File: src/rtl/updown_counter_param.sv
// Parametrised up/down counter: load, step, wrap/saturate, terminal-count pulses, sticky overflow.
// Latency 1 cycle, every output registered; no backpressure (acts on each cycle's inputs).
module updown_counter_param #(
   parameter int WIDTH     = 8,
   parameter int MAX_VAL   = 2**WIDTH - 1,
   parameter int STEP_W    = 4,
   parameter int SATURATE  = 0
) (
   input  logic              clk,
   input  logic              rst,
   input  logic              en,
   input  logic              up,
   input  logic [STEP_W-1:0] step,
   input  logic              load,
   input  logic [WIDTH-1:0]  load_val,
   input  logic              clr_ovf,
   output logic [WIDTH-1:0]  count,
   output logic              tc_up,
   output logic              tc_dn,
   output logic              at_max,
   output logic              at_min,
   output logic              ovf_sticky
);

   if (WIDTH < 2) begin : g_bad_width
      $error("updown_counter_param: WIDTH must be >= 2");
   end
   if (MAX_VAL < 1 || MAX_VAL > 2**WIDTH - 1) begin : g_bad_max
      $error("updown_counter_param: MAX_VAL must be in 1..2**WIDTH-1");
   end
   if (2**STEP_W - 1 > MAX_VAL) begin : g_bad_step
      $error("updown_counter_param: 2**STEP_W-1 must not exceed MAX_VAL");
   end

   // One guard bit so the limit compare sees the untruncated sum.
   localparam logic [WIDTH:0] MAX_EXT = (WIDTH+1)'(MAX_VAL);
   localparam logic [WIDTH:0] MOD_EXT = MAX_EXT + {{WIDTH{1'b0}}, 1'b1};

   logic [WIDTH:0]   count_ext;
   logic [WIDTH:0]   step_ext;
   logic [WIDTH:0]   load_ext;
   logic [WIDTH:0]   sum_up;
   logic [WIDTH:0]   wrap_up;
   logic [WIDTH:0]   diff_dn;
   logic [WIDTH:0]   wrap_dn;
   logic [WIDTH-1:0] count_nxt;
   logic             tc_up_nxt;
   logic             tc_dn_nxt;

   assign count_ext = {1'b0, count};
   assign step_ext  = (WIDTH+1)'(step);
   assign load_ext  = {1'b0, load_val};
   assign sum_up    = count_ext + step_ext;
   assign wrap_up   = sum_up - MOD_EXT;
   assign diff_dn   = count_ext - step_ext;
   assign wrap_dn   = (MOD_EXT - step_ext) + count_ext;

   always_comb begin
      count_nxt = count;
      tc_up_nxt = 1'b0;
      tc_dn_nxt = 1'b0;
      if (load) begin
         count_nxt = (load_ext > MAX_EXT) ? MAX_EXT[WIDTH-1:0] : load_val;
      end else if (en && (step != '0)) begin
         if (up) begin
            if (sum_up > MAX_EXT) begin
               tc_up_nxt = 1'b1;
               count_nxt = (SATURATE != 0) ? MAX_EXT[WIDTH-1:0] : wrap_up[WIDTH-1:0];
            end else begin
               count_nxt = sum_up[WIDTH-1:0];
            end
         end else begin
            if (count_ext >= step_ext) begin
               count_nxt = diff_dn[WIDTH-1:0];
            end else begin
               tc_dn_nxt = 1'b1;
               count_nxt = (SATURATE != 0) ? '0 : wrap_dn[WIDTH-1:0];
            end
         end
      end
   end

   // Limit flags are decoded from the next count so they line up with the registered count.
   always_ff @(posedge clk) begin
      if (rst) begin
         count      <= '0;
         tc_up      <= 1'b0;
         tc_dn      <= 1'b0;
         at_max     <= 1'b0;
         at_min     <= 1'b1;
         ovf_sticky <= 1'b0;
      end else begin
         count  <= count_nxt;
         tc_up  <= tc_up_nxt;
         tc_dn  <= tc_dn_nxt;
         at_max <= ({1'b0, count_nxt} == MAX_EXT);
         at_min <= (count_nxt == '0);
         if (tc_up_nxt || tc_dn_nxt) begin
            ovf_sticky <= 1'b1;
         end else if (clr_ovf) begin
            ovf_sticky <= 1'b0;
         end
      end
   end

endmodule

File: config.mk
export PLATFORM = sky130hd
export DESIGN_NAME = updown_counter_param
export DESIGN_NICKNAME = d
export VERILOG_FILES = /design/src/rtl/updown_counter_param.sv
export SDC_FILE = /design/constraint.sdc
export NUM_CORES = 1
export LEC_CHECK = 0
export CORE_UTILIZATION = 52
export DETAILED_ROUTE_END_ITERATION = 10
export PLACE_DENSITY = 0.8
export SYNTH_ARGS = -nofsm -noshare
export SYNTH_HDL_FRONTEND = slang
export SYNTH_SLANG_ARGS = --single-unit
File: constraint.sdc
create_clock -name clk -period 3.3 [get_ports clk]
set_input_delay 0.66 -clock clk [delete_from_list [all_inputs] [get_ports clk]]
set_output_delay 0.66 -clock clk [all_outputs]
set_load 0.05 [all_outputs]
==> summary.md, run 1 <==
| Metric | Value |
|---|---|
| Overflow after GRT | 0 |
| Starting Density | 56.2% |
| CP Depth | 13 |
| Hold Buf Count CTS | 0 |
| Cell Pwr Density | 331 mW/mm^2 |
| Status | finished with violations |
| HPWL Detailed | 4040 um |
| Crit path from | step[1] |
| Post-synth EDFFs | 0 |
| Largest net degree at the start of global routing | 16 |
| Least-Margin Pin Slew | 0.518 ns |
| Register area share after synthesis | 16.5% |
| CP max-delay cell | clkdlybuf4s50_1 |
| Critical Path, Cell by Cell | clkdlybuf4s50_1, inv_1, ha_4, nor3b_4, inv_2, ha_1, or2_2, a21oi_1, a31oi_1, xnor2_1, o2111ai_1, o211a_1, a41o_1 |
| CTS Buf Count | 3 |
| Final hold vios | 0 |
| Vias | 1728 |
| Row cnt | 19 |
| Vias per inst | 6.04 |
| Fmax | 316 MHz |
| Count of different cell masters after synthesis | 54 |
| HP Start | ovf_sticky |
| Worst R2R Path Depth | 9 |
| Antenna cells | 0 |
| Clk sinks | 13 |
| Tcrit/Tclk final | 96.0% |
| I/O pin total | 31 |
| First-pass GRT wire length | 7870 um |
| Max Buffers Root-to-Sink | 2 |
| WP data required | 3.53 ns |
| Fin nets | 292 |
| CP Data Arrival Time | 3.40 ns |
| Async SR Flop Fraction | 0% |
| Hold crit path type | reg -> reg |
| Post-placement cell count | 282 |
| Clk_lat worst skew | 0.28 ns |
| Crit path kind | in -> reg |
| Top_reg_cell synth | dfxtp_1 |
| Yosys warnings | 0 |
| Initial DRC count | 173 |
| Post-Synthesis Cell Area | 0.00158 sq mm |
| Leak | 0.947 nW |
| Failing checks | DRC |
| Vias in the first global route | 1624 |
| CP top delay family | compound AO/OA/AOI/OAI gates |
| # DRC | 2 |
| Top cells by area, synth | dfxtp_1, ha_1, xnor2_1 |
| Synth area leader | dfxtp_1 |
| Post-CTS sizing | 0 |
| Full die area | 0.00326 sq mm |
| R2r startpoint | count[1] |
| Syn Nets | 230 |
| Gr usage total | 32.5% |
| Initial antenna violation count | 0 |
| Peak VDD IR | 0.257 mV |
| Number of fill cells | 196 |
| DRT Pass-1 Iters | 7 |
| Final ANT Viol Nets | 0 |
| Max-cap check violation count | 0 |
| Area growth syn-to-layout | 39.6% |
| H-Tree Depth | 1 |
| Core Area | 0.00281 sq mm |
| CTS tree | yes |
| Cells after Synth | 194 |
| Max stage delay on crit path | 0.43 ns |
| Post-synth top area share | 16.5% |
| Average size of a mapped cell | 8.13 sq um |
| Final Instance Count excl. Fillers | 286 |
| Yosys reg bits | 13 |
| Fraction of layout cells with a size suffix above 1 | 22.4% |
| Pins Over Slew Limit | 0 |
| Final setup vio count | 0 |
| WL/cell | 17.0 um |
| Buf+Inv Stages, Crit Path | 3 |
| Clock-pin slew on the worst setup and hold paths | 0.09 ns |
| Post-CTS Setup Inserts | 0 |
| CP Launch Type | input port |
| Die height | 57.1 um |
| Crit. End Element | flip-flop |
| # port buffers | 30 |
| Hold_ws | 0.551 ns |
| Final WL | 4860 um |
| Die width | 57.1 um |
| Placer Congestion | 0.921 |
| Slew HR | 65.3% |
| Root buffer cell | clkbuf_4 |
| RSZ-0062 raised after global routing | false |
| Min-Delay Path Depth | 2 |
| Tmin final | 3.17 ns |
| Clock Skew | 0.00194 ns |
| CP Max Fanout | 3 |
[per-layer routing]
| layer | vias up | track usage, % | part of all wire, % |
|---|---|---|---|
| li1 | 839 | - | - |
| met1 | 826 | 42.7 | 42 |
| met2 | 55 | 55.3 | 49 |
| met3 | 8 | 4.99 | 7.1 |
| met4 | 0 | 9.41 | 1.5 |
| met5 | - | 0 | 0 |
[state kept, by name (all words and copies together) (netlist names)]
signal      count
ovf_sticky      1
tc_dn           1
at_min          1
at_max          1
count           8
tc_up           1
[final cells by class]
class | count | area (sq um) | share of cell area, %
Clock buffer | 4 | 26.3 | 1.19
Multi-Input combinational cell | 160 | 1260 | 57.1
Sequential cell | 13 | 260 | 11.8
Timing Repair Buffer | 66 | 573 | 26.0
Tap cell | 31 | 38.8 | 1.76
Inverter | 12 | 45.0 | 2.05
[synthesized netlist by cell type, types with 4 or more instances]
library cell  instances
xnor2_1              11
ha_1                 15
o21ai_0              11
nand2b_1             10
a21oi_1               6
nor2b_1               4
nand3_1               5
dfxtp_1              13
inv_1                12
nor3_1                6
nand2_1              11
a211oi_1              4
clkbuf_1              5
nor2_1               17
[worst paths after layout]
check	endpoint	slack [ns]
worst max-delay path	at_min	0.13
worst min-delay path	ovf_sticky	0.55
worst min register to register	ovf_sticky	0.55
worst max register to register	at_max	0.61
[kinds of logic (layout without fill, tap and decap cells)]
group	after synthesis	in the layout	synth area share, %
adder cells (fa/ha/maj)	18	18	15.7
AND/OR/NAND/NOR	71	71	25.3
flip-flops	13	13	16.5
AO/OA/AOI/OAI	53	53	26.3
multiplexers	4	4	2.70
XOR/XNOR	14	14	7.78
buffers and inverters	21	82	5.71
[worst register-to-register path: cells and delay by family (launching register included)]
kind / cells / cell delay [ns]
simple gates: 4 / 0.93
compound gates: 3 / 0.58
flops: 1 / 0.56
fa+ha+maj: 1 / 0.42
buf+inv: 1 / 0.11
[power breakdown]
| group | internal [mW] | switching (mW) | leakage [nW] |
|---|---|---|---|
| registers | 0.167 | 0.0216 | 0.107 |
| logic | 0.208 | 0.226 | 0.825 |
| clock network | 0.0470 | 0.0576 | 0.0150 |
| total | 0.422 | 0.305 | 0.947 |
[layout by cell type, fill, tap and decap left out, types with 3 or more instances in the layout]
cell type,n
buf_4,36
clkdlybuf4s50_1,29
nor2_1,17
ha_1,14
dfxtp_1,13
inv_1,11
xnor2_1,11
o21ai_0,11
nand2_1,11
nand2b_1,10
nor3_1,6
a21oi_1,6
nand3_1,5
nor2b_1,4
a211oi_1,4
xor2_1,3
nor4_1,3
a21o_1,3
nand4_1,3
o211a_1,3
fa_1,3
clkbuf_4,3
[through the flow]
stage / total power [mW] / utilization, % / cell area [sq um] / TNS, ns / setup WS [ns]
6_report: 0.728 / 78.5 / 2200 / 0 / 0.132
5_1_grt: 0.774 / 78.5 / 2200 / 0 / 0.0192
4_1_cts: 0.718 / 77.3 / 2170 / 0 / 0.0827
3_3_place_gp: 0.601 / 76.3 / 2140 / -0.371 / -0.148
2_1_floorplan: 0.450 / - / 1580 / 0 / 0.487
3_5_place_dp: 0.613 / 76.3 / 2140 / -0.688 / -0.203
(Power assumes the default switching activity.)
==> run 2: changes to the inputs <==
CORE_MARGIN = 2   (was not set)
==> run 2 against run 1 <==
The run now ends clean. Critical path depth unchanged. Maximum frequency up 0.69%. Sequential power about the same. Worst setup slack better by 0.022 ns. Routed wire length up 3.8%. Combinational power up 0.9%. Register-to-register slack worse by 0.09 ns. Global-route usage down 1.8 points. Cell area up 0.23%. Largest cell class unchanged.
==> summary.md, run 2 (synthesized netlist as in run 1, its figures left out) <==
| Metric | Value |
|---|---|
| Status | finished, final reports clean |
| Post-CTS Setup Inserts | 0 (unchanged) |
| Die width | 59.1 um (+3.5%) |
| Most frequent cells in the layout | buf_4, clkdlybuf4s50_1, nor2_1, ha_1, dfxtp_1 |
| Vias | 1769 (+2.4%) |
| Core Area | 0.00283 sq mm (+0.85%) |
| Antenna cells | 0 (unchanged) |
| Die height | 59.1 um (+3.5%) |
| WL/cell | 17.6 um (+3.8%) |
| Slew HR | 65.1% (-0.24 points) |
| Vias per inst | 6.19 (+2.4%) |
| Reg with most FFs | count |
| # port buffers | 30 (unchanged) |
| Hold Buf Count CTS | 0 (unchanged) |
| Pins Over Slew Limit | 0 (unchanged) |
| Full die area | 0.00349 sq mm (+7.1%) |
| Max-cap check violation count | 0 (unchanged) |
| CTS Buf Count | 3 (unchanged) |
| Area growth syn-to-layout | 39.9% |
| Total power | 0.737 mW (+1.3%) |
| DRT Pass-1 Iters | 5 (-2) |
| Fin nets | 292 (unchanged) |
| CP Max Fanout | 3 (unchanged) |
| Commonest non-fill, non-tap cell in the layout | buf_4 |
| # DRC | 0 (-2) |
| Clk_lat worst skew | 0.30 ns (+0.02 ns) |
| Number of fill cells | 205 (+4.6%) |
| H-Tree Depth | 1 (unchanged) |
| Placer Congestion | 0.946 (+2.7%) |
| CP Launch Type | input port |
| CP Data Arrival Time | 3.39 ns (about the same) |
| Tmin final | 3.15 ns (-0.0217 ns) |
| Largest register FFs | 8 (unchanged) |
| Initial DRC count | 103 (-40%) |
| Starting Density | 55.7% (-0.47 points) |
| Peak VDD IR | 0.260 mV (+1.1%) |
| RSZ-0062 raised after global routing | true |
| Final Instance Count excl. Fillers | 286 (unchanged) |
| Overflow after GRT | 0 (unchanged) |
| Leak | 0.945 nW (-0.14%) |
| Post-placement cell count | 282 (unchanged) |
| Final setup vio count | 0 (unchanged) |
| Row cnt | 19 (unchanged) |
| Cell area after placement | 0.00214 sq mm (unchanged) |
| CTS tree | yes |
| Final hold vios | 0 (unchanged) |
| Post-CTS sizing | 0 (unchanged) |
| Largest net degree at the start of global routing | 16 (unchanged) |
| Least-Margin Pin Slew | 0.522 ns (+0.00362 ns) |
| First-pass GRT wire length | 7970 um (+1.2%) |
| Clock Skew | 0.00382 ns (+0.00188 ns) |
| Crit. End Element | flip-flop |
| Hold crit path type | reg -> reg |
| Cell Pwr Density | 334 mW/mm^2 (+1.1%) |
| Clk sinks | 13 (unchanged) |
| Clock-pin slew on the worst setup and hold paths | 0.09 ns (about the same) |
| Fraction of layout cells with a size suffix above 1 | 23.5% (+1.2 points) |
| Vias in the first global route | 1743 (+7.3%) |
| Tcrit/Tclk final | 95.3% (-0.66 points) |
| Post-route cell area | 0.00221 sq mm (+0.23%) |
| WP data required | 3.55 ns (+0.02 ns) |
| HPWL Detailed | 4000 um (-1.1%) |
| Crit path kind | in -> reg |
| Initial antenna violation count | 0 (unchanged) |
| Gr usage total | 30.7% (-1.8 points) |
| Final WL | 5040 um (+3.8%) |
| Root buffer cell | clkbuf_4 |
| Final ANT Viol Nets | 0 (unchanged) |
| Max Buffers Root-to-Sink | 2 (unchanged) |
| Fmax | 318 MHz (+0.69%) |
| I/O pin total | 31 (unchanged) |
[run 2: area by class of cell]
type | count | area [sq um] | share of cell area, %
multi-input combinational | 160 | 1260 | 57.2
timing repair buffer | 66 | 573 | 26.0
sequential | 13 | 260 | 11.8
inverter | 12 | 45.0 | 2.04
tap | 31 | 38.8 | 1.76
clock buffer | 4 | 26.3 | 1.19
[run 2: critical path, cell delays in order]
cell and delay, ns:
clkdlybuf4s50_1 0.42, inv_1 0.10, ha_2 0.20, nor3b_4 0.21, inv_1 0.12, ha_1 0.30
or2_2 0.31, a21oi_1 0.15, a31oi_1 0.10, xnor2_1 0.17, o2111ai_1 0.21, o211a_1 0.27
a41o_1 0.18
[run 2: worst paths after layout]
check	end	slack [ns]	from	cells past startpoint
max	at_min	0.15	step[1]	13
min	ovf_sticky	0.53	ovf_sticky	2
max reg2reg	at_min	0.52	count[1]	11
min reg2reg	ovf_sticky	0.53	ovf_sticky	2
[run 2: routing by layer]
metal	wire, um	GRT usage, %
met5	0	0
met4	128	13.6
met3	347	5.24
met2	2440	50.0
met1	2130	39.8
[run 2: report_power, final]
group	switching [mW]	internal, mW	total [mW]
Sequential	0.0216	0.167	0.189
Combinational	0.229	0.210	0.438
Clock	0.0628	0.0472	0.110
[run 2: through the flow]
stage	util (%)	setup TNS (ns)	hold WS, ns	setup WS (ns)
detailed placement	75.7	-0.708	0.522	-0.243
CTS	76.6	0	0.538	0.0480
finish	78.0	0	0.529	0.154
global placement	75.7	-0.395	0.503	-0.171
global route	78.0	0	0.584	0.0108
floorplan	-	0	0.732	0.487
==> run 3: changes to the inputs <==
PLACE_DENSITY = 0.89   (was 0.8)
==> run 3 against run 2 <==
Core utilization fell by 1.7 points. Non-clock buffer count fell by 3. Critical path depth fell by 2. Final cell count fell by 1.0%. Routed wire length fell by 7.7%. Sequential share of layout area rose by 0.27 points. First-iteration DRC count rose by 6.8%. Clock power fell by 4%. Register-to-register slack improved by 0.04 ns. Via count fell by 4.0%.
==> summary.md, run 3 (synthesized netlist as in run 1, its figures left out) <==
| Metric | Value |
|---|---|
| Initial antenna violation count | 0 (unchanged) |
| Tcrit/Tclk final | 96.3% (+1.0 points) |
| Reg with most FFs | count |
| Final WL | 4650 um (-7.7%) |
| WL/cell | 16.4 um (-6.8%) |
| Clock Skew | 0.00109 ns (-0.00273 ns) |
| Area growth syn-to-layout | 36.8% |
| Leak | 0.925 nW (-2.1%) |
| Initial DRC count | 110 (+6.8%) |
| Starting Density | 55.7% (unchanged) |
| Clk_lat worst skew | 0.29 ns (about the same) |
| Tmin final | 3.18 ns (+0.0336 ns) |
| # port buffers | 30 (unchanged) |
| Buf+Inv Stages, Crit Path | 2 (-1) |
| Crit path kind | in -> reg |
| Max Buffers Root-to-Sink | 2 (unchanged) |
| Vias | 1699 (-4.0%) |
| Gr usage total | 28.9% (-1.9 points) |
| Antenna cells | 0 (unchanged) |
| CP Max Fanout | 4 (+1) |
| Setup crit end | at_min |
| Fraction of layout cells with a size suffix above 1 | 20.6% (-2.9 points) |
| # DRC | 0 (unchanged) |
| H-Tree Depth | 1 (unchanged) |
| Largest register FFs | 8 (unchanged) |
| Core Util, Final | 76.2% (-1.7 points) |
| Fin nets | 289 (-1.0%) |
| Multi-input gate area | 0.00124 sq mm (-2.0%) |
| CTS Buf Count | 3 (unchanged) |
| Core Area | 0.00283 sq mm (unchanged) |
| WP data required | 3.54 ns (about the same) |
| CP Launch Type | input port |
| Max stage delay on crit path | 0.53 ns (+0.11 ns) |
| Peak VDD IR | 0.256 mV (-1.7%) |
| Commonest non-fill, non-tap cell in the layout | buf_4 |
| Min-Delay Path Depth | 2 (unchanged) |
| Clock-pin slew on the worst setup and hold paths | 0.09 ns (about the same) |
| Row cnt | 19 (unchanged) |
| I/O pin total | 31 (unchanged) |
| Fmax | 315 MHz (-1.1%) |
| Register-to-register setup slack | 0.56 ns (+0.04 ns) |
| Crit. End Element | flip-flop |
| Hold_ws | 0.535 ns (+0.00590 ns) |
| Vias per inst | 6.00 (-2.9%) |
| Hold crit path type | reg -> reg |
| Critical Path, Cell by Cell | clkdlybuf4s50_1, inv_1, ha_1, ha_1, a21o_1, a211o_1, a211oi_1, a211oi_1, a311o_1, nor3_1, a41o_1 |
| Clk sinks | 13 (unchanged) |
| Largest net degree at the start of global routing | 14 (-2) |
| Full die area | 0.00349 sq mm (unchanged) |
| DRT Pass-1 Iters | 4 (-1) |
| Most frequent cells in the layout | buf_4, clkdlybuf4s50_1, nor2_1, ha_1, dfxtp_1 |
| Worst R2R Path Depth | 11 (unchanged) |
| First-pass GRT wire length | 7590 um (-4.8%) |
| Crit path from | step[0] |
| Vias in the first global route | 1630 (-6.5%) |
| Slew HR | 62.9% (-2.2 points) |
| Final WS setup | 0.120 ns (-0.0336 ns) |
| Status | finished, final reports clean |
| Final setup vio count | 0 (unchanged) |
| Number of fill cells | 198 (-3.4%) |
| HPWL Detailed | 3740 um (-6.4%) |
| Die width | 59.1 um (unchanged) |
| Worst r2r dst | at_max |
| CP top delay family | compound AO/OA/AOI/OAI gates |
| Final hold vios | 0 (unchanged) |
| Overflow after GRT | 0 (unchanged) |
| Root buffer cell | clkbuf_4 |
| CP Data Arrival Time | 3.42 ns (+0.03 ns) |
| Max-cap check violation count | 0 (unchanged) |
| Cell Pwr Density | 335 mW/mm^2 (+0.31%) |
| CP Depth | 11 (-2) |
| Placer Congestion | 0.963 (+1.9%) |
| Least-Margin Pin Slew | 0.555 ns (+0.0329 ns) |
| Flip-flop and latch area | 260 sq um (unchanged) |
| CTS tree | yes |
| Dpl ws | -0.219 ns (+0.0246 ns) |
| Pins Over Slew Limit | 0 (unchanged) |
| R2r startpoint | count[1] |
| Die height | 59.1 um (unchanged) |
| CP max-delay cell | clkdlybuf4s50_1 |
| Final ANT Viol Nets | 0 (unchanged) |
| RSZ-0062 raised after global routing | false |
[run 3: changes by cell type in the layout (fill, tap and decap cells not counted), sizes merged]
cell           previous run  this run
clkbuf                    4         3
clkdlybuf4s50            29        30
buf                      36        33
dlymetal6s2s              1         0
clkinv                    0         1
[run 3: final cells by class]
cell class | count | area share [%]
Inverter | 12 | 2.09
Tap cell | 31 | 1.80
Multi-Input combinational cell | 160 | 57.4
Timing Repair Buffer | 63 | 25.4
Clock buffer | 3 | 1.04
Sequential cell | 13 | 12.1
Clock inverter | 1 | 0.232
[run 3: through the flow]
step / power (mW) / cell area [sq um] / std cells / setup TNS (ns)
final: 0.723 / 2160 / 283 / 0
after global routing: 0.769 / 2160 / 283 / 0
after CTS: 0.717 / 2150 / 283 / 0
after detailed placement: 0.609 / 2120 / 279 / -0.545
after global placement: 0.599 / 2120 / 279 / -0.129
after floorplan: 0.450 / 1580 / 194 / 0
[run 3: how the worst min path moves through the flow]
stage / startpoint / to / slack (ns)
floorplan: rst / count[3] / 0.73
global placement: ovf_sticky / ovf_sticky / 0.51
detailed placement: ovf_sticky / ovf_sticky / 0.52
CTS: ovf_sticky / ovf_sticky / 0.54
global route: ovf_sticky / ovf_sticky / 0.58
finish: ovf_sticky / ovf_sticky / 0.53
[run 3: tightest hold or removal path, cell delays in order (launching register included)]
cell	delay [ns]
dfxtp_1	0.34
a2bb2oi_1	0.06
o21bai_1	0.10
[run 3: report_power, final]
group | internal (mW) | total [mW] | switching, mW
Clock | 0.0452 | 0.106 | 0.0612
Sequential | 0.167 | 0.188 | 0.0211
Combinational | 0.207 | 0.429 | 0.222
Total | 0.419 | 0.723 | 0.304
[run 3: layer usage]
metal,track usage (%),routed length [um]
met5,0,0
met3,5.24,385
met2,45.9,2220
met4,8.77,61
met1,39.8,1980
[run 3: timing repair]
item / 4_1_cts / 5_1_grt
hold buffers: 0 / 0
gates resized for setup: 0 / 2
setup buffers: 0 / 0
setup endpoints to repair: 0 / 2
